**config.mk**
```make
export PLATFORM = sky130hd
export DESIGN_NAME = csel_sub_pipe
export DESIGN_NICKNAME = d
export VERILOG_FILES = /design/src/rtl/adder_pkg.sv /design/src/rtl/full_adder.sv /design/src/rtl/sub_csel_slice.sv /design/src/rtl/csel_sub_pipe.sv
export SDC_FILE = /design/constraint.sdc
export NUM_CORES = 1
export LEC_CHECK = 0
export CORE_ASPECT_RATIO = 0.5
export CORE_MARGIN = 2
export CORE_UTILIZATION = 40
export CTS_CLUSTER_DIAMETER = 100
export DETAILED_ROUTE_END_ITERATION = 10
export MAX_ROUTING_LAYER = met4
export PLACE_DENSITY = 0.57
export SLEW_MARGIN = 20
export SYNTH_ARGS = -nofsm -noshare
export SYNTH_HDL_FRONTEND = slang
export SYNTH_SLANG_ARGS = --single-unit
```
**constraint.sdc**
```tcl
create_clock -name clk -period 7.7 [get_ports clk]
set_input_delay 1.925 -clock clk [delete_from_list [all_inputs] [get_ports clk]]
set_output_delay 1.925 -clock clk [all_outputs]
set_load 0.01 [all_outputs]
```
**src/rtl/adder_pkg.sv**
```systemverilog
// Shared constants for the carry-select add/subtract datapaths, plus the
// geometry check every pipelined user applies to its WIDTH/BLOCK pair.
package adder_pkg;

  localparam int ADDER_WIDTH = 16;
  localparam int ADDER_BLOCK = 4;

  function automatic bit cfg_ok(input int width, input int block);
    return (block > 32'sd0) && ((width % block) == 32'sd0) && (width >= (block * 32'sd2));
  endfunction

endpackage

```
**src/rtl/full_adder.sv**
```systemverilog
// One-bit full adder cell shared by the ripple chains of the carry-select slices.
module full_adder (
  input  logic a,
  input  logic b,
  input  logic ci,
  output logic s,
  output logic co
);

  assign s  = a ^ b ^ ci;
  assign co = (a & b) | (ci & (a ^ b));

endmodule

```
**src/rtl/sub_csel_slice.sv**
```systemverilog
// One carry-select slice: two speculative ripple sums of a + nb (carry-in 0 and 1),
// resolved by a mux once the real carry-in is known.
module sub_csel_slice
  import adder_pkg::*;
#(
  parameter int BLOCK = ADDER_BLOCK
) (
  input  logic [BLOCK-1:0] a,
  input  logic [BLOCK-1:0] nb,
  input  logic             cin,
  output logic [BLOCK-1:0] sum,
  output logic             cout
);

  logic [BLOCK:0]   c0_s;
  logic [BLOCK:0]   c1_s;
  logic [BLOCK-1:0] s0_s;
  logic [BLOCK-1:0] s1_s;

  assign c0_s[0] = 1'b0;
  assign c1_s[0] = 1'b1;

  for (genvar i = 0; i < BLOCK; i++) begin : g_bit
    full_adder u_fa0 (.a(a[i]), .b(nb[i]), .ci(c0_s[i]), .s(s0_s[i]), .co(c0_s[i+1]));
    full_adder u_fa1 (.a(a[i]), .b(nb[i]), .ci(c1_s[i]), .s(s1_s[i]), .co(c1_s[i+1]));
  end

  always_comb begin
    if (cin) begin
      sum  = s1_s;
      cout = c1_s[BLOCK];
    end else begin
      sum  = s0_s;
      cout = c0_s[BLOCK];
    end
  end

endmodule

```
**src/rtl/csel_sub_pipe.sv**
```systemverilog
// Pipelined carry-select subtractor: diff = a - b - bin, one BLOCK-bit slice per stage,
// valid/ready on both sides with a single global advance enable.
module csel_sub_pipe
  import adder_pkg::*;
#(
  parameter  int WIDTH      = ADDER_WIDTH,
  parameter  int BLOCK      = ADDER_BLOCK,
  localparam int NUM_STAGES = WIDTH / BLOCK
) (
  input  logic             clk,
  input  logic             rst,
  input  logic             in_valid,
  output logic             in_ready,
  input  logic [WIDTH-1:0] a,
  input  logic [WIDTH-1:0] b,
  input  logic             bin,
  output logic             out_valid,
  input  logic             out_ready,
  output logic [WIDTH-1:0] diff,
  output logic             bout,
  output logic             ovf,
  output logic             zero
);

  if (!cfg_ok(WIDTH, BLOCK)) begin : g_cfg_err
    $error("csel_sub_pipe: WIDTH must be a multiple of BLOCK and at least 2*BLOCK");
  end

  logic adv;

  assign adv      = ~out_valid | out_ready;
  assign in_ready = adv & ~rst;

  for (genvar k = 0; k < NUM_STAGES; k++) begin : g_stage
    localparam int OPW = WIDTH - k * BLOCK;  // operand bits not yet consumed
    localparam int DW  = (k + 1) * BLOCK;    // result bits known after this slice

    logic [OPW-1:0]   opa_s;
    logic [OPW-1:0]   opnb_s;
    logic             cin_s;
    logic             vin_s;
    logic [BLOCK-1:0] sum_s;
    logic             cout_s;
    logic [DW-1:0]    dnew_s;
    logic [DW-1:0]    dacc_d;
    logic [DW-1:0]    dacc_q;
    logic             valid_d;
    logic             valid_q;

    if (k == 0) begin : g_first
      always_comb begin
        opa_s  = a;
        opnb_s = ~b;
        cin_s  = ~bin;
        vin_s  = in_valid;
        dnew_s = sum_s;
      end
    end else begin : g_chain
      always_comb begin
        opa_s  = g_stage[k-1].g_fwd.rema_q;
        opnb_s = g_stage[k-1].g_fwd.remnb_q;
        cin_s  = g_stage[k-1].g_fwd.carry_q;
        vin_s  = g_stage[k-1].valid_q;
        dnew_s = {sum_s, g_stage[k-1].dacc_q};
      end
    end

    sub_csel_slice #(.BLOCK(BLOCK)) u_slice (
      .a    (opa_s[BLOCK-1:0]),
      .nb   (opnb_s[BLOCK-1:0]),
      .cin  (cin_s),
      .sum  (sum_s),
      .cout (cout_s)
    );

    always_comb begin
      if (adv) begin
        valid_d = vin_s;
        dacc_d  = dnew_s;
      end else begin
        valid_d = valid_q;
        dacc_d  = dacc_q;
      end
    end

    always_ff @(posedge clk or posedge rst) begin
      if (rst) begin
        valid_q <= 1'b0;
        dacc_q  <= {DW{1'b0}};
      end else begin
        valid_q <= valid_d;
        dacc_q  <= dacc_d;
      end
    end

    if (k < NUM_STAGES - 1) begin : g_fwd
      localparam int RW = OPW - BLOCK;

      logic [RW-1:0] rema_d;
      logic [RW-1:0] rema_q;
      logic [RW-1:0] remnb_d;
      logic [RW-1:0] remnb_q;
      logic          carry_d;
      logic          carry_q;

      always_comb begin
        if (adv) begin
          rema_d  = opa_s[OPW-1:BLOCK];
          remnb_d = opnb_s[OPW-1:BLOCK];
          carry_d = cout_s;
        end else begin
          rema_d  = rema_q;
          remnb_d = remnb_q;
          carry_d = carry_q;
        end
      end

      always_ff @(posedge clk or posedge rst) begin
        if (rst) begin
          rema_q  <= {RW{1'b0}};
          remnb_q <= {RW{1'b0}};
          carry_q <= 1'b0;
        end else begin
          rema_q  <= rema_d;
          remnb_q <= remnb_d;
          carry_q <= carry_d;
        end
      end
    end else begin : g_last
      logic bout_d;
      logic bout_q;
      logic ovf_d;
      logic ovf_q;
      logic zero_d;
      logic zero_q;

      // Operand MSBs here are the registered copies that rode down the pipe.
      always_comb begin
        if (adv) begin
          bout_d = ~cout_s;
          ovf_d  = (opa_s[BLOCK-1] != ~opnb_s[BLOCK-1]) && (sum_s[BLOCK-1] != opa_s[BLOCK-1]);
          zero_d = (dnew_s == {DW{1'b0}});
        end else begin
          bout_d = bout_q;
          ovf_d  = ovf_q;
          zero_d = zero_q;
        end
      end

      always_ff @(posedge clk or posedge rst) begin
        if (rst) begin
          bout_q <= 1'b0;
          ovf_q  <= 1'b0;
          zero_q <= 1'b0;
        end else begin
          bout_q <= bout_d;
          ovf_q  <= ovf_d;
          zero_q <= zero_d;
        end
      end
    end
  end

  assign out_valid = g_stage[NUM_STAGES-1].valid_q;
  assign diff      = g_stage[NUM_STAGES-1].dacc_q;
  assign bout      = g_stage[NUM_STAGES-1].g_last.bout_q;
  assign ovf       = g_stage[NUM_STAGES-1].g_last.ovf_q;
  assign zero      = g_stage[NUM_STAGES-1].g_last.zero_q;

endmodule

```
==> impl_results.md, run 1 <==
- Levels on crit path: 4
- Gate power share: 0.357
- Crit-path cells: clkdlybuf4s50_1 > nor2b_4 > nor2_1 > clkdlybuf4s50_1
- Status: completed
- Maximum vdd drop: roughly 150 uV
- Cts repair resizes: 0
- Synth unique cells: 23
- Die width: 150.4 um
- Post-DR vias/cell: between 4 and 5
- Sequential Area: about 2500 um^2
- TritonRoute pass-1 iters: 4
- Synth top area cells: dfrtp_1 57%, nand2_1 18%, fa_1 5.6%
- Placer Congestion: roughly 0.74
- Clock sinks: 98
- Footprint of the multi-input gates: 1597 um^2
- Hold Crit Depth: 2
- Setup violations, final: 0
- FP Rows: 26
- Fin. max-slew vios: 0
- Final instance area: 5187 um^2
- Most common cell after layout, fill and taps aside: nand2_1
- Seq pwr share: 0.429
- Longest Clk Path Bufs: 2
- WP data arrival: between 3000 and 4000 ps
- Initial antenna violation count: 0
- CP Buf/Inv Count: 2
- Largest net degree at the start of global routing: 83
- Share of cells above drive strength 1: 0.08300
- Slew @ Worst Pin: 741.7 ps
- WS Path Type: in -> out
- Net Sw Frac: 0.3537
- H-tree levels: 3
- Relative slew slack: 0.5055
- Startpoint class of the critical path: input port
- Gr ovfl total: 0
- Vias in the first global route: around 2700
- Post-synthesis sequential area ratio: 0.5718
- Setup Buffers After CTS: 0
- Hold WS: 460.9 ps
- Hold Vio Cnt, Final: 0
- Clock period minus worst slack: roughly 5000 ps
- Post-DP Area: between 4000 and 5000 um^2
- Slowest CP cell: clkdlybuf4s50_1
- Synth Area per Inst: 9.726 um^2
- Worst path max stage delay: about 530 ps
- Worst-Skew Late Latency: about 340 ps
- Yosys warnings: 0
- Worst Skew: 6.325 ps
- Mapped cell area: 4289 um^2
- Cell Int Power: around 0.0013 W
- # IOs: 58
- First-pass GRT wire length: approximately 13000 um
- Fillers: roughly 990
- Reg clk slew, reported paths: around 60 ps
- Tot GR Track Use: 0.1517
- Die height: 77.22 um
- Post-synth EDFFs: 0
- Final Cycle Share: 0.6549
- CTS tree: done
- Synthesized instance count: approximately 440
- Final Net Count: 548
- Drt initial violations: between 100 and 150
- F_max: roughly 200 MHz
- HPWL after detailed placement: just over 5000 um
- Hold Path Class: reg -> reg
- Clock share of power: 0.214
- Routed WL per cell: approximately 12 um
- Post-synthesis net count: 499
- Top-area cell type share of the netlist area: 0.5718
- Post-Route WL: about 7700 um
- Cells on worst reg2reg path: 9
- Type of element capturing the critical path: primary output
- CORE AREA: 10310 um^2
- CP max FO: 2
- Initial Utilization: 0.4159
- Static Leak: approximately 2.5 nW
- Most frequent cells in the layout: 204 x nand2_1, 98 x dfrtp_1, 57 x clkdlybuf4s50_1
- RSZ-0062 raised after global routing: false
- Async SR Flop Fraction: 1.000
- Root buf cell: clkbuf_16
- Worst EP required: approximately 5800 ps
- Area leader, netlist: dfrtp_1
- Area growth syn-to-layout: 20.95%
- Top FF cell, synth: dfrtp_1
- TritonCTS Buffers: 9
- Diode count: 0
- Most used cell, CP: clkdlybuf4s50_1
- Input/output buffers: 57
- Post-synthesis register bit count: slightly below 100
- CP top delay family: buffers and inverters
- P_sw: between 0.0007 and 0.0008 W
- # DRC: 0
- Max Cap Viol: 0
- Via count: ~2800
- Die Area: around 12000 um^2
- R2r setup slk: ~4900 ps
- Setup TNS: 0 ps
- Hold_buf cts: 0
- Post-DRT Antenna Nets: 0
- PD cells: 395.9 nW/um^2
## stage by stage
| step | cells | util | power (W) | setup WS (ps) |
|---|---|---|---|---|
| after floorplan | 441 | - | 0.001404 | 3213 |
| after global routing | 634 | 0.5030 | 0.002234 | 2618 |
| after global placement | 619 | 0.4750 | 0.001622 | 2646 |
| final | 634 | 0.5030 | 0.002054 | 2658 |
| after detailed placement | 619 | 0.4750 | 0.001642 | 2641 |
| after CTS | 634 | 0.5027 | 0.002087 | 2641 |
## layout make-up
class | count | share of cell area
flip-flops and latches | 98 | 0.4727
inverters | 21 | 0.01568
well taps | 140 | 0.03377
multi-input cells | 300 | 0.3078
clock inverters | 5 | 0.01085
clock buffers | 10 | 0.04414
repair buffers | 60 | 0.1151
## layer usage
layer	part of all wire	global-route usage	up-vias
met1	0.53	0.2200	1313
li1	-	-	1448
met5	0	-	-
met3	0.036	0.04167	11
met2	0.42	0.2009	37
met4	0.015	0.05660	0
## cells in the mapped netlist, types with 2 or more instances
cell type,count
inv_1,21
nand2_1,204
buf_2,6
buf_4,11
ha_1,9
a21oi_2,21
a21oi_1,2
fa_1,12
o21ai_0,10
buf_6,5
dfrtp_1,98
nand3_1,2
mux2i_1,2
xnor2_1,4
nor2_1,24
nor4_1,3
## sequential cells by signal (all words and copies together) (netlist names)
| name | flops |
|---|---|
| out_valid | 1 |
| g_stage.dacc_q | 24 |
| g_stage.g_fwd.carry_q | 3 |
| g_stage.valid_q | 3 |
| g_stage.g_fwd.rema_q | 24 |
| diff | 16 |
| g_stage.g_fwd.remnb_q | 24 |
| ovf | 1 |
| zero | 1 |
| bout | 1 |
## power by group through the flow
stage                     sequential (W)  combinational [W]  clock [W]
after global placement          0.000886           0.000736          0
after floorplan                 0.000880           0.000524          0
final                           0.000881           0.000734   0.000439
after CTS                       0.000884           0.000752   0.000451
after detailed placement        0.000892           0.000749          0
after global routing            0.000913           0.000851   0.000470
## cells by family after synthesis
logic type,after synthesis,share of synthesized area
fa+ha+maj,21,0.08226
xor+xnor,5,0.01021
buf+inv,43,0.05776
compound gates,35,0.05980
flops,98,0.5718
simple gates,237,0.2135
mux,2,0.004668
## worst reg2reg max path, delay by kind of cell (launching register included)
kind | cells | cell delay, ps
adder cells (fa/ha/maj) | 4 | 1690
AND/OR/NAND/NOR | 3 | 420
AO/OA/AOI/OAI | 2 | 240
flip-flops | 1 | 390
## worst paths after layout
check / to / from
worst max-delay path: in_ready / out_ready
worst min-delay path: g_stage[2].valid_q / g_stage[2].valid_q
worst max register to register: zero / g_stage[2].g_fwd.rema_q[0]
worst min register to register: g_stage[2].valid_q / g_stage[2].valid_q
max in group asynchronous: g_stage[1].g_fwd.remnb_q[3] / rst
min in group asynchronous: diff[5] / rst
Power figures use the tool's default switching activity.
==> run 2: changes to the inputs <==
==> constraint.sdc (replaced) <==
create_clock -name clk -period 4.8 [get_ports clk]
set_input_delay 1.2 -clock clk [delete_from_list [all_inputs] [get_ports clk]]
set_output_delay 1.2 -clock clk [all_outputs]
set_load 0.01 [all_outputs]
==> impl_results.md, run 2 (synthesized netlist as in run 1, its figures left out) <==
- Max Cap Viol: 0 (unchanged)
- Hold_buf cts: 0 (unchanged)
- TritonRoute pass-1 iters: 4 (unchanged)
- Die width: 150.4 um (unchanged)
- First-pass GRT wire length: 13360 um (+1.2%)
- Reg clk slew, reported paths: 70 ps (about the same)
- Post-DP Area: 4918 um^2 (+0.41%)
- Startpoint class of the critical path: input port
- Worst-Skew Late Latency: 350 ps (about the same)
- Post-Route WL: 8014 um (+4.0%)
- HPWL after detailed placement: 5305 um (+5.3%)
- Vias in the first global route: 2619 (-2.9%)
- # IOs: 58 (unchanged)
- Static Leak: 2.558 nW (+0.82%)
- Fin. max-slew vios: 0 (unchanged)
- Gr ovfl total: 0 (unchanged)
- Post-DR vias/cell: 4.467 (+0.82%)
- F_max: between 200 and 300 MHz
- Routed WL per cell: 12.60 um (+3.7%)
- Via count: 2841 (+1.1%)
- Setup violations, final: 0 (unchanged)
- Slew @ Worst Pin: 742.6 ps (+0.8628 ps)
- Placer Congestion: 0.7268 (-2.0%)
- Final instance area: 5230 um^2 (+0.82%)
- Clock sinks: 98 (unchanged)
- WP data arrival: 2400 ps (-720 ps)
- Hold Path Class: reg -> reg
- Initial Utilization: 0.4159 (unchanged)
- Type of element capturing the critical path: primary output
- Share of cells above drive strength 1: 0.08871 (+0.005714)
- Input/output buffers: 57 (unchanged)
- Post-DRT Antenna Nets: 0 (unchanged)
- Setup Buffers After CTS: 0 (unchanged)
- FP Rows: 26 (unchanged)
- Final Cycle Share: 0.7499
- Root buf cell: clkbuf_16
- CTS tree: done
- Relative slew slack: 0.5049 (-0.0005760)
- Drt initial violations: 144 (+18%)
- Final std cells w/o fill: 636 (+0.32%)
- Worst Skew: 7.197 ps (+0.8721 ps)
- Setup TNS: 0 ps (unchanged)
- CORE AREA: 10310 um^2 (unchanged)
- Area growth syn-to-layout: 21.94%
- Hold Vio Cnt, Final: 0 (unchanged)
- Tot GR Track Use: 0.1548 (+0.003155)
- Most frequent cells in the layout: 204 x nand2_1, 98 x dfrtp_1, 57 x clkdlybuf4s50_1
- DP Cell Count: 620 (+0.16%)
- Longest Clk Path Bufs: 2 (unchanged)
- Worst EP required: 3600 ps (-2180 ps)
- Most common cell after layout, fill and taps aside: nand2_1
- TritonCTS Buffers: 9 (unchanged)
- Clock period minus worst slack: ~3600 ps
- PD cells: 639.1 nW/um^2 (+61%)
- H-tree levels: 3 (unchanged)
- Initial antenna violation count: 0 (unchanged)
- Die Area: 11620 um^2 (unchanged)
- Cts repair resizes: 0 (unchanged)
- Diode count: 0 (unchanged)
- Biggest regs: g_stage.dacc_q: 24 flops, g_stage.g_fwd.rema_q: 24 flops, g_stage.g_fwd.remnb_q: 24 flops
- # DRC: 0 (unchanged)
- Final Net Count: 549 (+0.18%)
- Largest net degree at the start of global routing: 83 (unchanged)
- Status: completed
- RSZ-0062 raised after global routing: false
- WS Path Type: in -> out
- Maximum vdd drop: 254.6 uV (+68%)
- CP max FO: 2 (unchanged)
- Fillers: 987 (+0.20%)
- Util after Layout: 0.5072 (+0.004125)
- Die height: 77.22 um (unchanged)
[run 2: cell types whose count changed in the layout (fill, tap and decap cells not counted), sizes merged]
cell and delta:
buf +1, clkbuf -1, clkinv -1, inv +3
[run 2: critical path: stages]
cell and delay [ps]:
clkdlybuf4s50_1 520, nor2b_4 60, nor2_1 80, clkdlybuf4s50_1 540
[run 2: cell type report]
type | instances | area, um^2 | share of cell area
clock buffers | 9 | 225.2 | 0.04306
clock inverters | 7 | 86.33 | 0.01651
inverters | 21 | 81.33 | 0.01555
multi-input cells | 300 | 1597 | 0.3053
flip-flops and latches | 98 | 2452 | 0.4689
well taps | 140 | 175.2 | 0.03349
repair buffers | 61 | 613.1 | 0.1172
[run 2: stage by stage]
| step | worst slack [ps] | hold WS, ps | total power (W) |
|---|---|---|---|
| CTS | 1185 | 470.9 | 0.003394 |
| global route | 1126 | 494.7 | 0.003643 |
| finish | 1201 | 464.3 | 0.003343 |
| floorplan | 1038 | 430.0 | 0.002253 |
| detailed placement | 1185 | 454.8 | 0.002637 |
| global placement | 1203 | 440.5 | 0.002603 |
[run 2: worst paths after layout]
| check | startpoint | end | slack, ps | cells after the start |
|---|---|---|---|---|
| worst min register to register | diff[2] | diff[2] | 460 | 2 |
| worst max-delay path | out_ready | in_ready | 1200 | 4 |
| max in group asynchronous | rst | g_stage[2].g_fwd.remnb_q[2] | 2700 | 3 |
| worst min-delay path | diff[2] | diff[2] | 460 | 2 |
| worst max register to register | g_stage[2].g_fwd.rema_q[0] | zero | 2000 | 9 |
| min in group asynchronous | rst | diff[0] | 1290 | 2 |
[run 2: layer usage]
metal | track usage | routed length [um] | up-vias | part of all wire
li1 | - | - | 1460 | -
met5 | - | 0 | - | 0
met3 | 0.04107 | 325 | 9 | 0.041
met2 | 0.2055 | 3428 | 44 | 0.43
met1 | 0.2282 | 4151 | 1328 | 0.52
met4 | 0.05094 | 108 | 0 | 0.013
[run 2: power breakdown]
part	switching, W	total (W)	internal [W]
sequential	0.000229	0.00141	0.00119
clock	0.000336	0.000751	0.000415
combinational	0.000633	0.00118	0.000545
==> run 3: changes to the inputs <==
==> constraint.sdc (replaced) <==
create_clock -name clk -period 3.67 [get_ports clk]
set_input_delay 0.9175 -clock clk [delete_from_list [all_inputs] [get_ports clk]]
set_output_delay 0.9175 -clock clk [all_outputs]
set_load 0.01 [all_outputs]
==> impl_results.md, run 3 (synthesized netlist as in run 1, its figures left out) <==
- Post-Route WL: 7992 um (-0.27%)
- Reg-to-Reg End: zero
- WP data arrival: 2120 ps (-280 ps)
- Hold WS: 462.2 ps (-2.098 ps)
- Slew @ Worst Pin: 718.8 ps (-23.83 ps)
- F_max: roughly 330 MHz
- Cts repair resizes: 0 (unchanged)
- P_sw: 0.001522 W (+27%)
- Tot GR Track Use: 0.1585 (+0.003634)
- Post-DR vias/cell: 4.461 (-0.14%)
- Cells on worst reg2reg path: 9 (unchanged)
- Worst Skew: 6.949 ps (-0.2481 ps)
- CTS tree: done
- Longest Clk Path Bufs: 2 (unchanged)
- TritonCTS Buffers: 9 (unchanged)
- Final Net Count: 552 (+0.55%)
- # IOs: 58 (unchanged)
- Worst reg2reg startpoint: g_stage[2].g_fwd.rema_q[0]
- Gr ovfl total: 0 (unchanged)
- Dpl ws: 457.4 ps (-727.8 ps)
- Hold Vio Cnt, Final: 0 (unchanged)
- Vias in the first global route: 2770 (+5.8%)
- Initial Utilization: 0.4159 (unchanged)
- Worst path max stage delay: 540 ps (about the same)
- Status: completed
- Setup violations, final: 0 (unchanged)
- PD cells: 834.5 nW/um^2 (+31%)
- TritonRoute pass-1 iters: 4 (unchanged)
- Input/output buffers: 57 (unchanged)
- # DRC: 0 (unchanged)
- Clock sinks: 98 (unchanged)
- Routed WL per cell: 12.53 um (-0.59%)
- Static Leak: 2.572 nW (+0.58%)
- Type of element capturing the critical path: primary output
- Area growth syn-to-layout: 22.37%
- Slowest CP cell: clkdlybuf4s50_1
- Relative slew slack: 0.5208 (+0.01588)
- Gate power share: 0.352 (about the same)
- Die Area: 11620 um^2 (unchanged)
- CP top delay family: buffers and inverters
- Most frequent cells in the layout: 204 x nand2_1, 98 x dfrtp_1, 57 x clkdlybuf4s50_1
- Setup TNS: 0 ps (unchanged)
- Die height: 77.22 um (unchanged)
- Most common cell after layout, fill and taps aside: nand2_1
- Final std cells w/o fill: 638 (+0.31%)
- Cell Int Power: 0.002858 W (+33%)
- Via count: 2846 (+0.18%)
- Biggest regs: g_stage.dacc_q: 24 flops, g_stage.g_fwd.rema_q: 24 flops, g_stage.g_fwd.remnb_q: 24 flops
- Crit-path cells: clkdlybuf4s50_1 > nor2b_4 > nor2_1 > clkdlybuf4s50_1
- Net Sw Frac: 0.3474 (-0.01075)
- Clock share of power: 0.224 (about the same)
- Root buf cell: clkbuf_16
- Die width: 150.4 um (unchanged)
- Clock period minus worst slack: 3033 ps
- Diode count: 0 (unchanged)
- R2r setup slk: 900 ps (-1100 ps)
- Hold_buf cts: 0 (unchanged)
- CP Buf/Inv Count: 2 (unchanged)
- Initial antenna violation count: 0 (unchanged)
- Final WS setup: 636.6 ps (-564.0 ps)
- Hold Crit Depth: 2 (unchanged)
- Max Cap Viol: 0 (unchanged)
- Seq pwr share: 0.424 (about the same)
- Maximum vdd drop: 287.2 uV (+13%)
- Largest net degree at the start of global routing: 72 (-13%)
- HPWL after detailed placement: 5485 um (+3.4%)
- H-tree levels: 3 (unchanged)
- Most used cell, CP: clkdlybuf4s50_1
- Worst EP required: 2750 ps (-850 ps)
- Setup Buffers After CTS: 0 (unchanged)
- Fin. max-slew vios: 0 (unchanged)
- Hold path start: g_stage[2].valid_q
- RSZ-0062 raised after global routing: false
- Share of cells above drive strength 1: 0.09237 (+0.003660)
- Placer Congestion: 0.7374 (+1.5%)
- WHS Endpoint: g_stage[2].valid_q
- DP Cell Count: 623 (+0.48%)
- Hold Path Class: reg -> reg
- First-pass GRT wire length: 13740 um (+2.8%)
- CORE AREA: 10310 um^2 (unchanged)
- FP Rows: 26 (unchanged)
- CP max FO: 2 (unchanged)
- Levels on crit path: 4 (unchanged)
- Startpoint class of the critical path: input port
- Drt initial violations: 153 (+6.3%)
- WS Path Type: in -> out
- Reg clk slew, reported paths: 60 ps (about the same)
- Worst-Skew Late Latency: 340 ps (about the same)
- Post-DRT Antenna Nets: 0 (unchanged)
- Final Cycle Share: 0.8265
==> run 3: layout make-up <==
class                           count  area, um^2
Sequential cell                    98        2452
Tap cell                          140       175.2
Fill cell                        1007        5064
Multi-Input combinational cell    300        1597
Clock buffer                        9       225.2
Inverter                           21       81.33
Clock inverter                      6       82.58
Timing Repair Buffer               64       635.6
==> run 3: power groups by stage <==
stage	Clock (W)	Sequential, W	Combinational [W]
floorplan	0	0.00185	0.00110
global placement	0	0.00187	0.00155
detailed placement	0	0.00188	0.00157
CTS	0.00101	0.00187	0.00158
global route	0.00105	0.00192	0.00181
finish	0.000981	0.00186	0.00154
==> run 3: how the worst max path moves through the flow <==
stage,start,endpoint,slack (ps)
2_1_floorplan,rst,bout,190
6_report,out_ready,in_ready,640
4_1_cts,out_ready,in_ready,620
3_3_place_gp,a[0],g_stage[0].dacc_q[3],480
5_1_grt,out_ready,in_ready,590
3_5_place_dp,a[0],g_stage[0].dacc_q[3],460
==> run 3: per-layer routing <==
metal  part of all wire  track usage
met5                  0            -
met4             0.0089      0.03396
met3              0.041      0.05179
met2               0.44       0.2264
met1               0.51       0.2209
==> run 3: worst min-delay path, cell delays in order, from the launching register on <==
cell and delay (ps):
dfrtp_1 340, nand2_1 50, nand2_1 50
==> run 3: through the flow <==
| stage | total power (W) | util | area [um^2] |
|---|---|---|---|
| final | 0.004380 | 0.5090 | 5249 |
| after global routing | 0.004778 | 0.5090 | 5249 |
| after CTS | 0.004451 | 0.5090 | 5249 |
| after detailed placement | 0.003453 | 0.4791 | 4941 |
| after global placement | 0.003414 | 0.4791 | 4941 |
| after floorplan | 0.002946 | - | 4289 |
